## src/rtl/iq_alloc.sv

```systemverilog
// Issue-queue slot allocator: circular free list of IQ slot IDs with a shadow
// occupancy bitmap that flags illegal allocate/free sequences.
`ifndef IqDepth
`define IqDepth 16
`endif

module iq_alloc #(
  parameter int IQ_DEPTH = `IqDepth,
  parameter int IQ       = $clog2(IQ_DEPTH)
) (
  input  logic          clk,
  input  logic          reset_,
  input  logic          flush_,
  input  logic          add_entry_,
  output logic [IQ-1:0] dec_iq_id,
  output logic          iq_avail,
  input  logic          issue_e_,
  input  logic [IQ-1:0] issue_iq_id,
  output logic [IQ:0]   free_cnt,
  output logic          alloc_err
);

  logic [IQ-1:0]       fifo [IQ_DEPTH];
  logic [IQ-1:0]       head;
  logic [IQ-1:0]       tail;
  logic [IQ:0]         cnt;
  logic [IQ_DEPTH-1:0] busy;
  logic                err;

  logic alloc_ok;
  logic free_ok;
  logic op_bad;

  // A free of the ID being allocated this cycle sees busy==0 and is dropped.
  always_comb begin
    // NOTE: every always_comb output gets a default first so no latch is inferred.
    alloc_ok = 1'b0;
    free_ok  = 1'b0;
    op_bad   = 1'b0;
    if (!add_entry_) begin
      if (cnt != '0) alloc_ok = 1'b1;
      else           op_bad   = 1'b1;
    end
    if (!issue_e_) begin
      if (busy[issue_iq_id]) free_ok = 1'b1;
      else                   op_bad  = 1'b1;
    end
  end

  // NOTE: the free-list array is reset, not left undefined, because its
  // initial contents define the allocation order after reset and flush.
  always_ff @(posedge clk or negedge reset_) begin
    if (!reset_) begin
      for (int i = 0; i < IQ_DEPTH; i++) fifo[i] <= IQ'(i);
      head <= '0;
      tail <= '0;
      cnt  <= (IQ+1)'(IQ_DEPTH);
      busy <= '0;
      err  <= 1'b0;
    end else if (!flush_) begin
      for (int i = 0; i < IQ_DEPTH; i++) fifo[i] <= IQ'(i);
      head <= '0;
      tail <= '0;
      cnt  <= (IQ+1)'(IQ_DEPTH);
      busy <= '0;
      err  <= 1'b0;
    end else begin
      // NOTE: sequential state uses non-blocking assignments only.
      if (alloc_ok) begin
        busy[fifo[head]] <= 1'b1;
        head             <= head + 1'b1;
      end
      if (free_ok) begin
        fifo[tail]        <= issue_iq_id;
        tail              <= tail + 1'b1;
        busy[issue_iq_id] <= 1'b0;
      end
      if (alloc_ok && !free_ok)      cnt <= cnt - 1'b1;
      else if (free_ok && !alloc_ok) cnt <= cnt + 1'b1;
      if (op_bad) err <= 1'b1;
    end
  end

  assign dec_iq_id = fifo[head];
  assign iq_avail  = (cnt != '0);
  assign free_cnt  = cnt;
  assign alloc_err = err;

endmodule

```

## config.mk

```make
export PLATFORM = sky130hd
export DESIGN_NAME = iq_alloc
export DESIGN_NICKNAME = d
export VERILOG_FILES = /design/src/rtl/iq_alloc.sv
export SDC_FILE = /design/constraint.sdc
export NUM_CORES = 1
export LEC_CHECK = 0
export CORE_ASPECT_RATIO = 1.5
export CORE_UTILIZATION = 35
export CTS_BUF_LIST = sky130_fd_sc_hd__clkbuf_8
export CTS_CLUSTER_SIZE = 10
export DETAILED_ROUTE_END_ITERATION = 16
export DONT_BUFFER_PORTS = 1
export PLACE_DENSITY_LB_ADDON = 0.08
export RECOVER_POWER = 100
export SYNTH_ARGS = -nofsm -noshare
export SYNTH_HDL_FRONTEND = slang
export SYNTH_SLANG_ARGS = --single-unit
```

## constraint.sdc

```tcl
create_clock -name clk -period 2.55 [get_ports clk]
set_input_delay 0.1275 -clock clk [delete_from_list [all_inputs] [get_ports clk]]
set_output_delay 0.1275 -clock clk [all_outputs]
set_load 0.02 [all_outputs]
```

==> results of run 1 <==
==> timing repair <==
item / 4_1_cts / 5_1_grt
setup endpoints to repair: 0 / 8
gates resized for setup: 0 / 5
buffers inserted: 0 / 4
endpoints found under the hold margin: 188 / 0
hold buffers: 9 / 0
==> sequential cells by signal (all words and copies together) (netlist names) <==
register	count
alloc_err	1
busy	16
fifo	64
free_cnt	5
head	4
tail	4
==> metrics by stage <==
stage | power, uW | worst slack (ns) | instance area (um2) | setup TNS, ns
3_5_place_dp | 2360 | 0.0524 | 5600 | 0
5_1_grt | 3730 | -0.120 | 5970 | -0.136
3_3_place_gp | 2350 | 0.0647 | 5600 | 0
2_1_floorplan | 2190 | -0.0703 | 5300 | -0.0703
4_1_cts | 3600 | 0.000834 | 5950 | 0
6_report | 3540 | -0.00400 | 5970 | -0.00400
==> synth_stat cells, types with 3 or more instances <==
master and number:
sky130_fd_sc_hd__dfrtp_1 61, sky130_fd_sc_hd__nand2_1 60, sky130_fd_sc_hd__mux2i_1 52, sky130_fd_sc_hd__dfstp_2 33
sky130_fd_sc_hd__nand3_1 31, sky130_fd_sc_hd__nor2b_1 26, sky130_fd_sc_hd__a21oi_1 23, sky130_fd_sc_hd__clkbuf_1 21
sky130_fd_sc_hd__mux4_2 20, sky130_fd_sc_hd__nor2_1 15, sky130_fd_sc_hd__o221a_2 12, sky130_fd_sc_hd__and2_1 11
sky130_fd_sc_hd__a21boi_0 10, sky130_fd_sc_hd__inv_1 10, sky130_fd_sc_hd__buf_2 9, sky130_fd_sc_hd__xnor2_1 9
sky130_fd_sc_hd__ha_1 7, sky130_fd_sc_hd__nand2b_1 7, sky130_fd_sc_hd__o211ai_1 6, sky130_fd_sc_hd__nor3_1 5
sky130_fd_sc_hd__o21ai_0 5, sky130_fd_sc_hd__buf_4 4, sky130_fd_sc_hd__nand3b_1 4, sky130_fd_sc_hd__nand4_1 4
sky130_fd_sc_hd__o221ai_1 4, sky130_fd_sc_hd__or3_1 4, sky130_fd_sc_hd__and4_1 3, sky130_fd_sc_hd__or2_2 3
==> layer usage <==
metal / track usage, % / vias to the layer above / part of all wire (%)
met5: 0 / - / 0
met4: 8.30 / 0 / 2.8
met3: 3.17 / 22 / 2.5
met2: 34.6 / 63 / 54
met1: 23.5 / 1948 / 41
li1: - / 1793 / -
==> where the power goes <==
part / leakage [uW] / internal [uW] / switching (uW)
Clock: 0.000106 / 556 / 571
Sequential: 0.00119 / 1550 / 32.4
Combinational: 0.00120 / 345 / 484
==> critical path, delay by kind of cell, from the launching register on <==
family | cells | cell delay (ns)
flops | 1 | 0.40
compound gates | 3 | 0.59
fa+ha+maj | 1 | 0.22
mux | 2 | 0.58
simple gates | 3 | 0.47
xor+xnor | 2 | 0.21
==> path summary, 6_finish.rpt <==
path | slack, ns | endpoint
max in group asynchronous | 1.07 | free_cnt[1]$_DFFE_PN0P_
min reg2reg | 0.49 | fifo[27]$_DFFE_PN1P_
min in group asynchronous | 0.59 | free_cnt[2]$_DFFE_PN0P_
min | 0.08 | fifo[27]$_DFFE_PN1P_
max | -0.004 | free_cnt[4]$_DFFE_PN1P_
max reg2reg | -0.004 | free_cnt[4]$_DFFE_PN1P_
==> cells by family after synthesis <==
| group | count (synthesis) | share of synthesized area [%] |
|---|---|---|
| buffers and inverters | 47 | 3.99 |
| muxes | 74 | 18.9 |
| AOI/OAI and AO/OA | 75 | 10.5 |
| xor gates and xnor gates | 10 | 1.66 |
| DFF | 94 | 45.5 |
| and+or+nand+nor | 182 | 17.8 |
| adders and majority gates | 7 | 1.66 |
==> cell type report <==
type	instances	area share [%]
multi-input combinational	348	45.2
inverter	10	0.628
timing repair buffer	43	6.32
clock inverter	7	1.63
sequential	94	40.1
tap	196	4.10
clock buffer	9	2.07
==> out/qor.txt, run 1 <==
==================================================================================================
Result of the run                                                                     complete, but fails checks
Violated checks                                                                       negative setup slack
Pwr/cell area                                                                           592 nW/um2
# DRC                                                                                            0
Unrepaired setup endpoints after global routing                                                yes
Final instance count without filler cells                                                      707
Number of cells on the worst reg-to-reg path                                                    11
Peak ir drop on the vdd network                                                           0.283 mV
Avg Inst Size Synth                                                                       10.8 um2
Req. time, crit path                                                                       2.84 ns
Clock latency reported for the late side of the worst-skew pair                            0.37 ns
Cell count after synthesis                                                                     489
Critical path's largest stage delay                                                        0.49 ns
Dominant cell type by area after synthesis                                            sky130_fd_sc_hd__dfrtp_1
Number of top-level design ports                                                                20
Setup Crit Path Kind                                                                  register to register
Proportion of layout cells with a drive suffix above 1                                       26.0%
Storage cell area                                                                         2390 um2
H-tree Lvls                                                                                      3
Arrival @ worst endpoint                                                                   2.85 ns
Type of the worst min-delay path                                                      input pin to register
Flip-flop and latch count after synthesis                                                       94
Root buf cell                                                                         sky130_fd_sc_hd__clkbuf_8
Tmin final                                                                                 2.55 ns
Wirelength per Cell                                                                        20.3 um
Largest net degree at the start of global routing                                               96
GRT Total Usage                                                                              19.8%
Count of endpoints failing setup in the final report                                             1
Peak Freq                                                                                  392 MHz
Top cell type's share of synthesized area                                                    29.0%
Final max-slew violation count                                                                   0
Clock tree from TritonCTS                                                                      yes
Total leakage power                                                                     0.00249 uW
Global-route wire length before repair                                                    22900 um
Worst-path cell with the longest stage delay                                          sky130_fd_sc_hd__mux4_2
Post-Route Utilization                                                                       40.9%
Synth-to-Final Area Change                                                                   13.4%
Clock tree buffer depth                                                                          2
Violation count after the first detailed-route iteration                                       157
Predominant post-synthesis flop cell                                                  sky130_fd_sc_hd__dfrtp_1
DRT Wirelength                                                                            14400 um
Chip width                                                                                  102 um
Die ar.                                                                                  15600 um2
Worst-Margin Slew                                                                          1.36 ns
Fill cell count                                                                               1469
Reported max-cap violation count                                                                 0
Multi-input logic area                                                                    2700 um2
Layout Nets                                                                                    522
Clock tree skew after final layout                                                       0.0112 ns
Die span in y                                                                               152 um
Kind of launch point of the worst setup path                                              register
Net count of the mapped netlist                                                                505
Kind of end point of the critical path                                                    register
Global-route congestion overflow total                                                           0
Post-synthesis instance area                                                              5270 um2
Pre-antenna DRT Iters                                                                            4
Number of failing hold endpoints at the final stage                                              0
Number of flops mapped to enable cells by yosys                                                  0
WHS                                                                                      0.0782 ns
Startpoint of the most critical register-to-register path                             busy[15]$_DFF_PN0_
Initial antenna violation count                                                                  0
Number of sinks driven by the clock tree                                                        94
Site row count                                                                                  54
Num CTS Buffers                                                                                  9
Top post-synthesis cells by area                                                      sky130_fd_sc_hd__dfrtp_1 (29%), sky130_fd_sc_hd__dfstp_2 (16%), sky130_fd_sc_hd__mux2i_1 (9.9%)
Number of placed cells counting well taps                                                      678
HPWL after detailed placement                                                              9510 um
Worst setup path startpoint                                                           busy[15]$_DFF_PN0_
Synth async-reset ratio                                                                       100%
Starting density of the core                                                                 36.1%
Final Worst Setup Slack                                                                -0.00400 ns
Min-delay src                                                                             issue_e_
Yosys warning count                                                                              0
Count of input and output buffers                                                                0
Number of antenna diodes                                                                         0
Clock transition time at the flip-flop clock pins of the worst setup and hold paths        0.10 ns
Via-per-instance ratio                                                                        5.41
Final weighted congestion in routability-driven placement                                    0.743
Hold path depth                                                                                  4
Fin crit share                                                                                100%
Std-Cell Core Area                                                                       14600 um2
Crit path max fanout                                                                             4
Count of vias placed by the detailed router                                                   3826
Register area share after synthesis                                                          45.5%
DRT antenna net count                                                                            0
Vias in the first global route                                                                3937
Cell-by-cell trace of the critical path                                               mux4_2 > a22oi_2 > o22ai_2 > nor2_2 > xor2_1 > ha_2 > o31a_1 > nor3_2 > mux2i_1 > xnor2_1 > nand2b_1
Remaining max-slew budget at the tightest pin                                                9.20%
Commonest non-fill, non-tap cells in the layout                                       sky130_fd_sc_hd__nand2_1 (60), sky130_fd_sc_hd__dfrtp_1 (60), sky130_fd_sc_hd__mux2i_1 (51)
Number of library cell types mapped by synthesis                                                49
==================================================================================================
No activity file was read; power rests on OpenSTA's default activity.
==> run 2, diff against run 1 <==
--- a/config.mk
+++ b/config.mk
@@ -6,9 +6,9 @@
 export NUM_CORES = 1
 export LEC_CHECK = 0
 export CORE_ASPECT_RATIO = 1.5
+export CORE_MARGIN = 5
 export CORE_UTILIZATION = 35
 export CTS_BUF_LIST = sky130_fd_sc_hd__clkbuf_8
-export CTS_CLUSTER_SIZE = 10
 export DETAILED_ROUTE_END_ITERATION = 16
 export DONT_BUFFER_PORTS = 1
 export PLACE_DENSITY_LB_ADDON = 0.08
==> constraint.sdc (replaced) <==
create_clock -name clk -period 3.28 [get_ports clk]
set_input_delay 0.164 -clock clk [delete_from_list [all_inputs] [get_ports clk]]
set_output_delay 0.164 -clock clk [all_outputs]
set_load 0.02 [all_outputs]
==> run 2 against run 1 <==
  * The flow finishes with violations (max-capacitance violations, max-slew violations)
  * Non-clock buffer count decreased by 24
  * Sequential share of layout area is 2.1 points higher
  * Flip-flop and latch count unchanged
  * Global-route usage fell by 2.6 points
  * Combinational power decreased by 39%
  * Worst hold slack worse by 0.045 ns
  * Count of clock-buffer cells in the layout grew 1
  * Routed wire length is 1.8% lower
  * Register-to-register slack better by 0.41 ns
  * Critical path type unchanged
  * Largest power group unchanged
==> out/qor.txt, run 2 (same netlist as run 1, synthesis figures left out) <==
==================================================================================================
Tmin final                                                                                 2.87 ns   +0.319 ns
Fin crit share                                                                               87.6%   -13 points
Total leakage power                                                                     0.00233 uW   -6.5%
DRT Wirelength                                                                            14100 um   -1.8%
Peak Freq                                                                                  348 MHz   -11%
Register with the highest flop count                                                          fifo
Hold path depth                                                                                  2   -2
Most common library cell in the layout ignoring fill and taps                         sky130_fd_sc_hd__dfrtp_1
Vias in the first global route                                                                3918   -0.48%
Largest net degree at the start of global routing                                               96   unchanged
Terminating pin of the worst hold path                                                alloc_err$_DFFE_PN0P_
Placed standard-cell area                                                                 5420 um2   -3.3%
Post-CTS Setup Inserts                                                                           0   unchanged
Via-per-instance ratio                                                                        5.38   -0.52%
Clock network fraction of design power                                                       31.1%   -0.8 points
Violation count after the first detailed-route iteration                                       216   +38%
Setup Crit Path Kind                                                                  register to register
Result of the run                                                                     complete, but fails checks
Site row count                                                                                  55   +1.9%
Final total negative setup slack                                                              0 ns   +0.00400 ns
DRT antenna net count                                                                            0   unchanged
Global-route congestion overflow total                                                           0   unchanged
Num CTS Buffers                                                                                  9   unchanged
Fill cell count                                                                               1492   +1.6%
PostCTS Resize Cnt                                                                               0   unchanged
Root buf cell                                                                         sky130_fd_sc_hd__clkbuf_8
Post-Route Utilization                                                                       38.0%   -2.9 points
Wirelength per Cell                                                                        20.6 um   +1.2%
Net switching fraction of the power                                                          31.2%   +0.48 points
Worst-Margin Slew                                                                          2.37 ns   +1.01 ns
Crit path max fanout                                                                            15   +11
Worst r2r dst                                                                         fifo[10]$_DFFE_PN1P_
Flip-flop count of the largest register after layout                                            64   unchanged
GRT Total Usage                                                                              17.2%   -2.6 points
Summed area of non-filler cells in the final layout                                       5680 um2   -4.9%
Reported max-cap violation count                                                                 1   +1
Final instance count without filler cells                                                      686   -3.0%
Die ar.                                                                                  17700 um2   +13%
Clock tree from TritonCTS                                                                      yes
Unrepaired setup endpoints after global routing                                                 no
Pre-antenna DRT Iters                                                                            5   +1
Clock tree skew after final layout                                                       0.0131 ns   +0.00191 ns
Number of cells on the worst reg-to-reg path                                                     8   -3
Pwr/cell area                                                                           456 nW/um2   -23%
Kind of launch point of the worst setup path                                              register
Clock transition time at the flip-flop clock pins of the worst setup and hold paths        0.10 ns   about the same
Peak ir drop on the vdd network                                                           0.253 mV   -11%
Layout Nets                                                                                    498   -4.6%
Die span in y                                                                               160 um   +5.3%
Starting density of the core                                                                 35.3%   -0.82 points
Chip width                                                                                  110 um   +7.8%
Arrival @ worst endpoint                                                                   3.18 ns   +0.33 ns
Seq pwr share                                                                                49.5%   +4.8 points
Comb pwr share                                                                               19.4%   -4.0 points
Synth-to-Final Area Change                                                                   7.84%
Violated checks                                                                       max-capacitance violations, max-slew violations
Count of input and output buffers                                                                0   unchanged
Commonest non-fill, non-tap cells in the layout                                       sky130_fd_sc_hd__dfrtp_1 (61), sky130_fd_sc_hd__nand2_1 (60), sky130_fd_sc_hd__mux2i_1 (52)
Number of sinks driven by the clock tree                                                        94   unchanged
Proportion of layout cells with a drive suffix above 1                                       19.1%   -6.9 points
Internal portion of total power                                                            1780 uW   -27%
Min-delay src                                                                           add_entry_
Remaining max-slew budget at the tightest pin                                               -58.3%   -67 points
Number of placed cells counting well taps                                                      661   -2.5%
Kind of end point of the critical path                                                    register
Clock tree buffer depth                                                                          2   unchanged
Global-route wire length before repair                                                    22800 um   -0.12%
Initial antenna violation count                                                                  0   unchanged
Multi-input logic area                                                                    2640 um2   -2.3%
Setup slack, reg-to-reg                                                                    0.41 ns   +0.41 ns
Startpoint of the most critical register-to-register path                             busy[4]$_DFF_PN0_
Number of failing hold endpoints at the final stage                                              0   unchanged
Req. time, crit path                                                                       3.58 ns   +0.74 ns
Count of endpoints failing setup in the final report                                             0   -1
Number of antenna diodes                                                                         0   unchanged
Final weighted congestion in routability-driven placement                                    0.779   +4.9%
H-tree Lvls                                                                                      3   unchanged
Std-Cell Core Area                                                                       14900 um2   +2.3%
HPWL after detailed placement                                                              9660 um   +1.6%
Switching power of the nets                                                                 809 uW   -26%
Number of top-level design ports                                                                20   unchanged
Storage cell area                                                                         2390 um2   about the same
Clock latency reported for the late side of the worst-skew pair                            0.37 ns   about the same
Type of the worst min-delay path                                                      input pin to register
Count of vias placed by the detailed router                                                   3693   -3.5%
# DRC                                                                                            0   unchanged
Final max-slew violation count                                                                  95   +95
==================================================================================================
-- run 2: layout make-up --
type                       count  area share [%]
sequential                    94            42.1
clock buffer                  10            2.42
multi-input combinational    348            46.4
inverter                      10           0.661
clock inverter                 6            1.10
tap                          199            4.38
timing repair buffer          19            2.86
-- run 2: power by group through the flow --
| stage | clock (uW) | combinational, uW | sequential [uW] |
|---|---|---|---|
| after floorplan | 0 | 398 | 1280 |
| after global placement | 0 | 450 | 1310 |
| after detailed placement | 0 | 455 | 1310 |
| after CTS | 832 | 527 | 1290 |
| after global routing | 875 | 558 | 1290 |
| final | 805 | 503 | 1280 |
-- run 2: worst max path at each step --
stage	cells past startpoint	slack, ns	start	to
final	8	0.41	busy[4]$_DFF_PN0_	fifo[10]$_DFFE_PN1P_
after detailed placement	11	0.65	busy[14]$_DFF_PN0_	free_cnt[4]$_DFFE_PN1P_
after global routing	11	0.22	busy[14]$_DFF_PN0_	free_cnt[4]$_DFFE_PN1P_
after CTS	8	0.45	busy[7]$_DFF_PN0_	fifo[10]$_DFFE_PN1P_
after global placement	11	0.68	busy[14]$_DFF_PN0_	free_cnt[4]$_DFFE_PN1P_
after floorplan	12	0.47	free_cnt[1]$_DFFE_PN0P_	free_cnt[4]$_DFFE_PN1P_
-- run 2: what timing repair did --
action,in CTS,in global routing
endpoints found under the setup margin,0,0
hold buffers,9,0
endpoints found under the hold margin,188,0
-- run 2: metal layers --
layer | global-route usage (%) | routed length [um]
met5 | 0 | 0
met2 | 29.5 | 7420
met3 | 2.91 | 397
met1 | 20.8 | 5850
met4 | 7.17 | 430
-- run 2: stage by stage --
stage | hold WS [ns] | worst slack [ns] | power (uW)
6_report | 0.0330 | 0.407 | 2590
3_3_place_gp | -0.129 | 0.677 | 1760
5_1_grt | 0.0394 | 0.216 | 2720
2_1_floorplan | -0.132 | 0.473 | 1680
3_5_place_dp | -0.129 | 0.650 | 1760
4_1_cts | 0.0212 | 0.454 | 2650
-- run 2: critical path, stage by stage, from the launching register on --
cell                            delay (ns)
sky130_fd_sc_hd__dfrtp_1              0.37
sky130_fd_sc_hd__mux2i_1              0.08
sky130_fd_sc_hd__mux4_2               0.55
sky130_fd_sc_hd__o22ai_1              0.26
sky130_fd_sc_hd__buf_4                0.26
sky130_fd_sc_hd__and4_1               0.41
sky130_fd_sc_hd__mux2i_1              0.24
sky130_fd_sc_hd__nand2_1              0.07
sky130_fd_sc_hd__dlygate4sd3_1        0.58
